--- src/rtl/weight_pkg.sv ---
// Types and helpers shared by the weight loader and the weight memory.
package weight_pkg;

    localparam int DATA_SIZE = 64;

    typedef enum logic [1:0] {
        IDLE,
        LOAD,
        DONE
    } loader_state_t;

    function automatic int idx_width(input int n);
        return (n > 1) ? $clog2(n) : 1;
    endfunction

endpackage

--- src/rtl/weight_index_counter.sv ---
// Four nested wrapping counters walking a [in][out][k_y][k_x] weight tensor,
// k_x fastest; `last` flags the final element.
module weight_index_counter
    import weight_pkg::*;
#(
    parameter int NUM_INPUTS  = 1,
    parameter int NUM_OUTPUTS = 1,
    parameter int DIM         = 1,
    localparam int IN_W  = idx_width(NUM_INPUTS),
    localparam int OUT_W = idx_width(NUM_OUTPUTS),
    localparam int K_W   = idx_width(DIM)
) (
    input  logic             clk,
    input  logic             rst_n,
    input  logic             clear,
    input  logic             inc,
    output logic [IN_W-1:0]  idx_in,
    output logic [OUT_W-1:0] idx_out,
    output logic [K_W-1:0]   idx_k_y,
    output logic [K_W-1:0]   idx_k_x,
    output logic             last
);

    localparam logic [IN_W-1:0]  IN_MAX  = IN_W'(NUM_INPUTS - 1);
    localparam logic [OUT_W-1:0] OUT_MAX = OUT_W'(NUM_OUTPUTS - 1);
    localparam logic [K_W-1:0]   K_MAX   = K_W'(DIM - 1);

    logic in_max, out_max, ky_max, kx_max;

    assign in_max  = (idx_in  == IN_MAX);
    assign out_max = (idx_out == OUT_MAX);
    assign ky_max  = (idx_k_y == K_MAX);
    assign kx_max  = (idx_k_x == K_MAX);
    assign last    = in_max & out_max & ky_max & kx_max;

    // NOTE: non-blocking assignments, so every level tests the pre-edge wrap flags.
    always_ff @(posedge clk) begin
        if (!rst_n || clear) begin
            idx_in  <= '0;
            idx_out <= '0;
            idx_k_y <= '0;
            idx_k_x <= '0;
        end else if (inc) begin
            if (kx_max) begin
                idx_k_x <= '0;
                if (ky_max) begin
                    idx_k_y <= '0;
                    if (out_max) begin
                        idx_out <= '0;
                        idx_in  <= in_max ? '0 : idx_in + 1'b1;
                    end else begin
                        idx_out <= idx_out + 1'b1;
                    end
                end else begin
                    idx_k_y <= idx_k_y + 1'b1;
                end
            end else begin
                idx_k_x <= idx_k_x + 1'b1;
            end
        end
    end

endmodule

--- src/rtl/weight_loader.sv ---
// Accepts a valid/ready weight stream after `start` and writes each beat into
// the weight memory at its tensor address; pulses `done` with the final write.
module weight_loader
    import weight_pkg::*;
#(
    parameter int NUM_INPUTS  = 1,
    parameter int NUM_OUTPUTS = 1,
    parameter int DIM         = 1,
    parameter int DATA_SIZE   = weight_pkg::DATA_SIZE,
    localparam int IN_W  = idx_width(NUM_INPUTS),
    localparam int OUT_W = idx_width(NUM_OUTPUTS),
    localparam int K_W   = idx_width(DIM)
) (
    input  logic                 clk,
    input  logic                 rst_n,
    input  logic                 start,
    input  logic                 s_valid,
    output logic                 s_ready,
    input  logic [DATA_SIZE-1:0] s_data,
    output logic                 write,
    output logic [IN_W-1:0]      index_in,
    output logic [OUT_W-1:0]     index_out,
    output logic [K_W-1:0]       index_k_y,
    output logic [K_W-1:0]       index_k_x,
    output logic [DATA_SIZE-1:0] in_data,
    output logic                 busy,
    output logic                 done
);

    loader_state_t    state;
    logic             fire;
    logic             clear;
    logic             last;
    logic [IN_W-1:0]  cnt_in;
    logic [OUT_W-1:0] cnt_out;
    logic [K_W-1:0]   cnt_k_y;
    logic [K_W-1:0]   cnt_k_x;

    // Handshake decodes only the registered state, never s_valid.
    assign s_ready = (state == LOAD);
    assign busy    = (state != IDLE);
    assign done    = (state == DONE);
    assign fire    = s_valid && s_ready;
    assign clear   = (state == IDLE) && start;

    weight_index_counter #(
        .NUM_INPUTS (NUM_INPUTS),
        .NUM_OUTPUTS(NUM_OUTPUTS),
        .DIM        (DIM)
    ) u_counter (
        .clk    (clk),
        .rst_n  (rst_n),
        .clear  (clear),
        .inc    (fire),
        .idx_in (cnt_in),
        .idx_out(cnt_out),
        .idx_k_y(cnt_k_y),
        .idx_k_x(cnt_k_x),
        .last   (last)
    );

    always_ff @(posedge clk) begin
        if (!rst_n) begin
            state     <= IDLE;
            write     <= 1'b0;
            index_in  <= '0;
            index_out <= '0;
            index_k_y <= '0;
            index_k_x <= '0;
            in_data   <= '0;
        end else begin
            write <= 1'b0;
            case (state)
                IDLE: begin
                    if (start) state <= LOAD;
                end
                LOAD: begin
                    if (fire) begin
                        write     <= 1'b1;
                        in_data   <= s_data;
                        index_in  <= cnt_in;
                        index_out <= cnt_out;
                        index_k_y <= cnt_k_y;
                        index_k_x <= cnt_k_x;
                        if (last) state <= DONE;
                    end
                end
                DONE:    state <= IDLE;
                default: state <= IDLE;
            endcase
        end
    end

endmodule

--- config.mk ---
export PLATFORM = sky130hd
export DESIGN_NAME = weight_loader
export DESIGN_NICKNAME = d
export VERILOG_FILES = /design/src/rtl/weight_pkg.sv /design/src/rtl/weight_index_counter.sv /design/src/rtl/weight_loader.sv
export SDC_FILE = /design/constraint.sdc
export NUM_CORES = 1
export LEC_CHECK = 0
export BUFFER_PORTS_ARGS = -buffer_cell sky130_fd_sc_hd__buf_2
export CORE_UTILIZATION = 40
export CTS_CLUSTER_SIZE = 12
export DETAILED_ROUTE_END_ITERATION = 8
export PLACE_DENSITY = 0.72
export SLEW_MARGIN = 15
export SYNTH_ARGS = -nofsm -noshare
export SYNTH_HDL_FRONTEND = slang
export SYNTH_SLANG_ARGS = --single-unit
--- constraint.sdc ---
create_clock -name clk -period 1.89 [get_ports clk]
set_clock_uncertainty 0.15 [all_clocks]
set_input_delay 0.4725 -clock clk [delete_from_list [all_inputs] [get_ports clk]]
set_output_delay 0.4725 -clock clk [all_outputs]
set_load 0.01 [all_outputs]
==> results of run 1 <==
worst max-delay path: stages (launching register included):
cell	delay (ps)
dfxtp_1	340
or2_1	240
buf_2	140
logic make-up after synthesis:
group	after synthesis	share of synthesized area
flip-flops	67	0.4977
buffers and inverters	27	0.06128
AO/OA/AOI/OAI	1	0.001855
AND/OR/NAND/NOR	137	0.2001
other	1	0.001391
multiplexers	64	0.2377
sequential cells by signal (all words and copies together), names as in the netlist:
signal   cells
in_data     64
state        2
write        1
per-layer routing:
layer  part of all wire  GRT usage
met1               0.43     0.1845
met2               0.48     0.2832
met3              0.062    0.03660
met4              0.023    0.08464
met5                  0          0
cell usage in the layout (no fill, tap or decap), types with 3 or more instances in the layout:
cell type    n
buf_2      134
nand2_1    128
dfxtp_1     67
clkbuf_8    10
conb_1       4
buf_12       4
mux2i_1     64
nand2b_1     3
final cells by class:
type                    instances  area, um^2
clock buffers                  12       145.1
well taps                      77       96.34
flip-flops and latches         67        1341
fillers                       583        2804
repair buffers                139       758.2
clock inverters                 4       73.82
multi-input cells             206        1204
report_power, final:
part | switching [mW] | internal, mW | total, mW
registers | 0.0277 | 1.47 | 1.49
clock network | 0.500 | 0.781 | 1.28
logic | 0.179 | 0.170 | 0.349
total | 0.707 | 2.42 | 3.12
through the flow:
stage	hold WS, ps	utilization	total power [mW]	instances
after detailed placement	296.0	0.5293	1.880	489
after floorplan	323.7	-	1.735	300
after global routing	229.3	0.5634	3.277	505
after global placement	288.8	0.5293	1.871	489
after CTS	215.9	0.5634	3.172	505
final	233.8	0.5634	3.124	505
how the worst max path moves through the flow:
stage / start / to / slack, ps / depth (start not counted)
finish: state[1] / busy / 230 / 2
global route: state[0] / s_ready / 170 / 2
CTS: state[1] / busy / 210 / 2
detailed placement: s_valid / in_data[17] / 320 / 4
global placement: s_valid / in_data[46] / 380 / 4
floorplan: s_valid / state[1] / 460 / 5
==> results_dict.tcl, run 1 <==
set metrics [dict create \
    status "finished, violations left" \
    violations "design-rule violations" \
    grt_start_max_net_pins 79 \
    netlist_top_cells_area "dfxtp_1, mux2i_1, nand2_1, buf_6, clkbuf_1" \
    crit_type "reg -> out" \
    min_from "s_data[4]" \
    cts_max_level 3 \
    cts.path.max_buffers 2 \
    core_mm2 0.006422 \
    grt_pass1_wl_um 9211 \
    drt-total-wl_um 5510 \
    ios 140 \
    diodes 0 \
    yosysTopAreaCell "dfxtp_1" \
    dp_hpwl_um 3909 \
    ys_ff_latch 67 \
    cts_tree "yes" \
    reg2reg_depth 3 \
    hold_buffers 0 \
    grt_pass1_vias 2145 \
    cts.repair.resized 0 \
    synth-edff-count 0 \
    drtIter0Drc 78 \
    holdPathEnd "in_data[4]" \
    placed_area_mm2 0.003400 \
    grt_overflow 0 \
    rows 29 \
    yosysMostFrequentCell "nand2_1" \
    first_pass_iters 6 \
    die_y_um 84.09 \
    maxCapViolCount 0 \
    fin_crit_sh 0.8788 \
    io_buffers 135 \
    clkLatencyLatePin_ps 320 \
    ys.flop_type "dfxtp_1" \
    holdPathStages 3 \
    cts-root-buf "clkbuf_8" \
    synthTopCellsByCount "nand2_1, dfxtp_1, mux2i_1, clkbuf_1, buf_4" \
    drc 16 \
    area_delta_synth_final_pct 34.26 \
    finalCriticalPeriod_ps 1661 \
    synth-seq-area-share 0.4977 \
    drive_gt1_frac 0.3598 \
    setup_ws_ps 229.0 \
    hold_viol 0 \
    avgViaCountPerCell 4.564 \
    path_clk_slew_ps 70 \
    fp.dieW_um 84.09 \
    initial_core_util 0.4196 \
    hold_path.class "in -> reg" \
    path_max_fanout 5 \
    post-route-cell-area_mm2 0.003618 \
    grt_util_all_layers 0.1623 \
    power_density_mw_per_mm2 863.5 \
    avgRoutedWirePerCell_um 10.91 \
    cts_made_buffers 9 \
    vias 2305 \
    p_leak_nw 1.732 \
    cp.arrival_ps 1040 \
    max_freq_mhz 602.1 \
    async_flop_share 0 \
    timing.rr.start "state[1]" \
    ys_warn_count 0 \
    syn_area_mm2 0.002695 \
    dieArea_mm2 0.007070 \
    setup_tns_ps 0 \
    antenna_found_initial 0 \
    r2r_end "in_data[17]" \
    nNetsFinal 491 \
    preCtsSetupSlack_ps 323.4 \
    ir_drop_mv 0.4108 \
    avgSynthCellArea_um2 9.074 \
    grt_setup_unrepaired "no" \
    maxSlewViolCount 0 \
    ant_nets 0 \
    cts_sinks 67 \
    postCtsSetupRepairBufs 0 \
    required_ps 1270 \
    syn_inst 297 \
    start_kind "flop" \
    gp_congestion 0.7100 \
    timing.reg2reg.setup_slack_ps 440 \
    end_kind "output pin" \
    synthDominantCellAreaShare 0.4977 \
    synth.distinct_cells 15 \
    setup_viol 0 \
]
Power figures use the tool's default switching activity.
==> run 2, diff against run 1 <==
Clock period 1.89 ns to 1.7 ns, I/O delays scaled along.
==> results_dict.tcl, run 2 (synthesis results as in run 1) <==
set metrics [dict create \
    status "finished, violations left" \
    violations "design-rule violations" \
    cts_sinks 67 \
    nNetsFinal 492 \
    dp_hpwl_um 3934 \
    dieArea_mm2 0.007070 \
    placed_area_mm2 0.003407 \
    drt-total-wl_um 5501 \
    grt_overflow 0 \
    max_freq_mhz 624.5 \
    grt_start_max_net_pins 57 \
    crit_type "reg -> out" \
    maxSlewViolCount 0 \
    path_clk_slew_ps 70 \
    core_mm2 0.006422 \
    cp_num_buf_inv 1 \
    ant_nets 0 \
    gp_congestion 0.7481 \
    hold_buffers 0 \
    totalPowerFinal_mw 3.614 \
    vias 2299 \
    initial_core_util 0.4196 \
    hold_viol 0 \
    cts.repair.resized 0 \
    cpMaxStageDelayCell "dfxtp_1" \
    top_regs "in_data x64, state x2, write x1" \
    p_leak_nw 1.746 \
    cts_made_buffers 9 \
    cts-root-buf "clkbuf_8" \
    drtIter0Drc 69 \
    fin_util 0.5679 \
    layout_common_cells "buf_2, nand2_1, dfxtp_1" \
    required_ps 1120 \
    rows 29 \
    avgRoutedWirePerCell_um 10.87 \
    setup_viol 0 \
    end_kind "output pin" \
    cp.arrival_ps 1030 \
    clkLatencyLatePin_ps 330 \
    power_density_mw_per_mm2 990.8 \
    cp_cell_sequence "or2_1 -> buf_2" \
    setup_ws_ps 98.80 \
    cts_tree "yes" \
    avgViaCountPerCell 4.543 \
    diodes 0 \
    cts_max_level 3 \
    grt_pass1_wl_um 9218 \
    grt_setup_unrepaired "no" \
    first_pass_iters 6 \
    postCtsSetupRepairBufs 0 \
    fin_crit_sh 0.9419 \
    cp_top_family "flip-flops" \
    grt_pass1_vias 2107 \
    cts.path.max_buffers 2 \
    fp.dieW_um 84.09 \
    io_buffers 135 \
    drive_gt1_frac 0.3660 \
    post-route-cell-area_mm2 0.003647 \
    drc 16 \
    area_delta_synth_final_pct 35.33 \
    worst_path_largest_cell_delay_ps 340 \
    ir_drop_mv 0.4628 \
    path_max_fanout 5 \
    hold_path.class "in -> reg" \
    start_kind "flop" \
    finalCriticalPeriod_ps 1601 \
    maxCapViolCount 0 \
    die_y_um 84.09 \
    grt_util_all_layers 0.1642 \
    antenna_found_initial 0 \
    preCtsSetupSlack_ps 209.4 \
    ios 140 \
    largest_register_ffs 64 \
    layout_commonest_cell "buf_2" \
    setup_tns_ps 0 \
    top_register "in_data" \
]
==> run 2: routing by layer <==
layer / vias up / GRT usage / wire (um)
met5: - / 0 / 0
met4: 0 / 0.09875 / 136
met3: 10 / 0.03956 / 312
met2: 78 / 0.2832 / 2662
met1: 1024 / 0.1825 / 2390
li1: 1187 / - / -
==> run 2: metrics by stage <==
| stage | hold slack (ps) | instances |
|---|---|---|
| detailed placement | 296.3 | 490 |
| global placement | 288.8 | 490 |
| floorplan | 323.7 | 300 |
| finish | 179.9 | 506 |
| global route | 164.9 | 506 |
| CTS | 160.1 | 506 |
==> run 2: path summary, 6_finish.rpt <==
| check | startpoint | depth (start not counted) | end | slack (ps) |
|---|---|---|---|---|
| worst max-delay path | state[1] | 2 | busy | 100 |
| worst min-delay path | s_data[13] | 3 | in_data[13] | 180 |
| worst max register to register | state[1] | 3 | in_data[31] | 300 |
| worst min register to register | in_data[11] | 2 | in_data[11] | 310 |
==> run 2: worst register-to-register path: cells and delay by family (launching register included) <==
| family | cells | cell delay, ps |
|---|---|---|
| buf+inv | 1 | 270 |
| flops | 1 | 340 |
| mux | 1 | 250 |
| simple gates | 1 | 340 |
==> run 2: layout make-up <==
type | instances | area [um^2]
multi-input combinational | 206 | 1204
clock inverter | 7 | 116.4
clock buffer | 9 | 123.9
tap | 77 | 96.34
timing repair buffer | 140 | 765.7
fill | 575 | 2775
sequential | 67 | 1341
==> run 2: report_power, final <==
group	internal [mW]	switching (mW)	total [mW]	leakage, nW
combinational	0.190	0.199	0.389	1.08
clock	0.971	0.593	1.56	0.119
sequential	1.63	0.0301	1.66	0.544
total	2.79	0.822	3.61	1.75
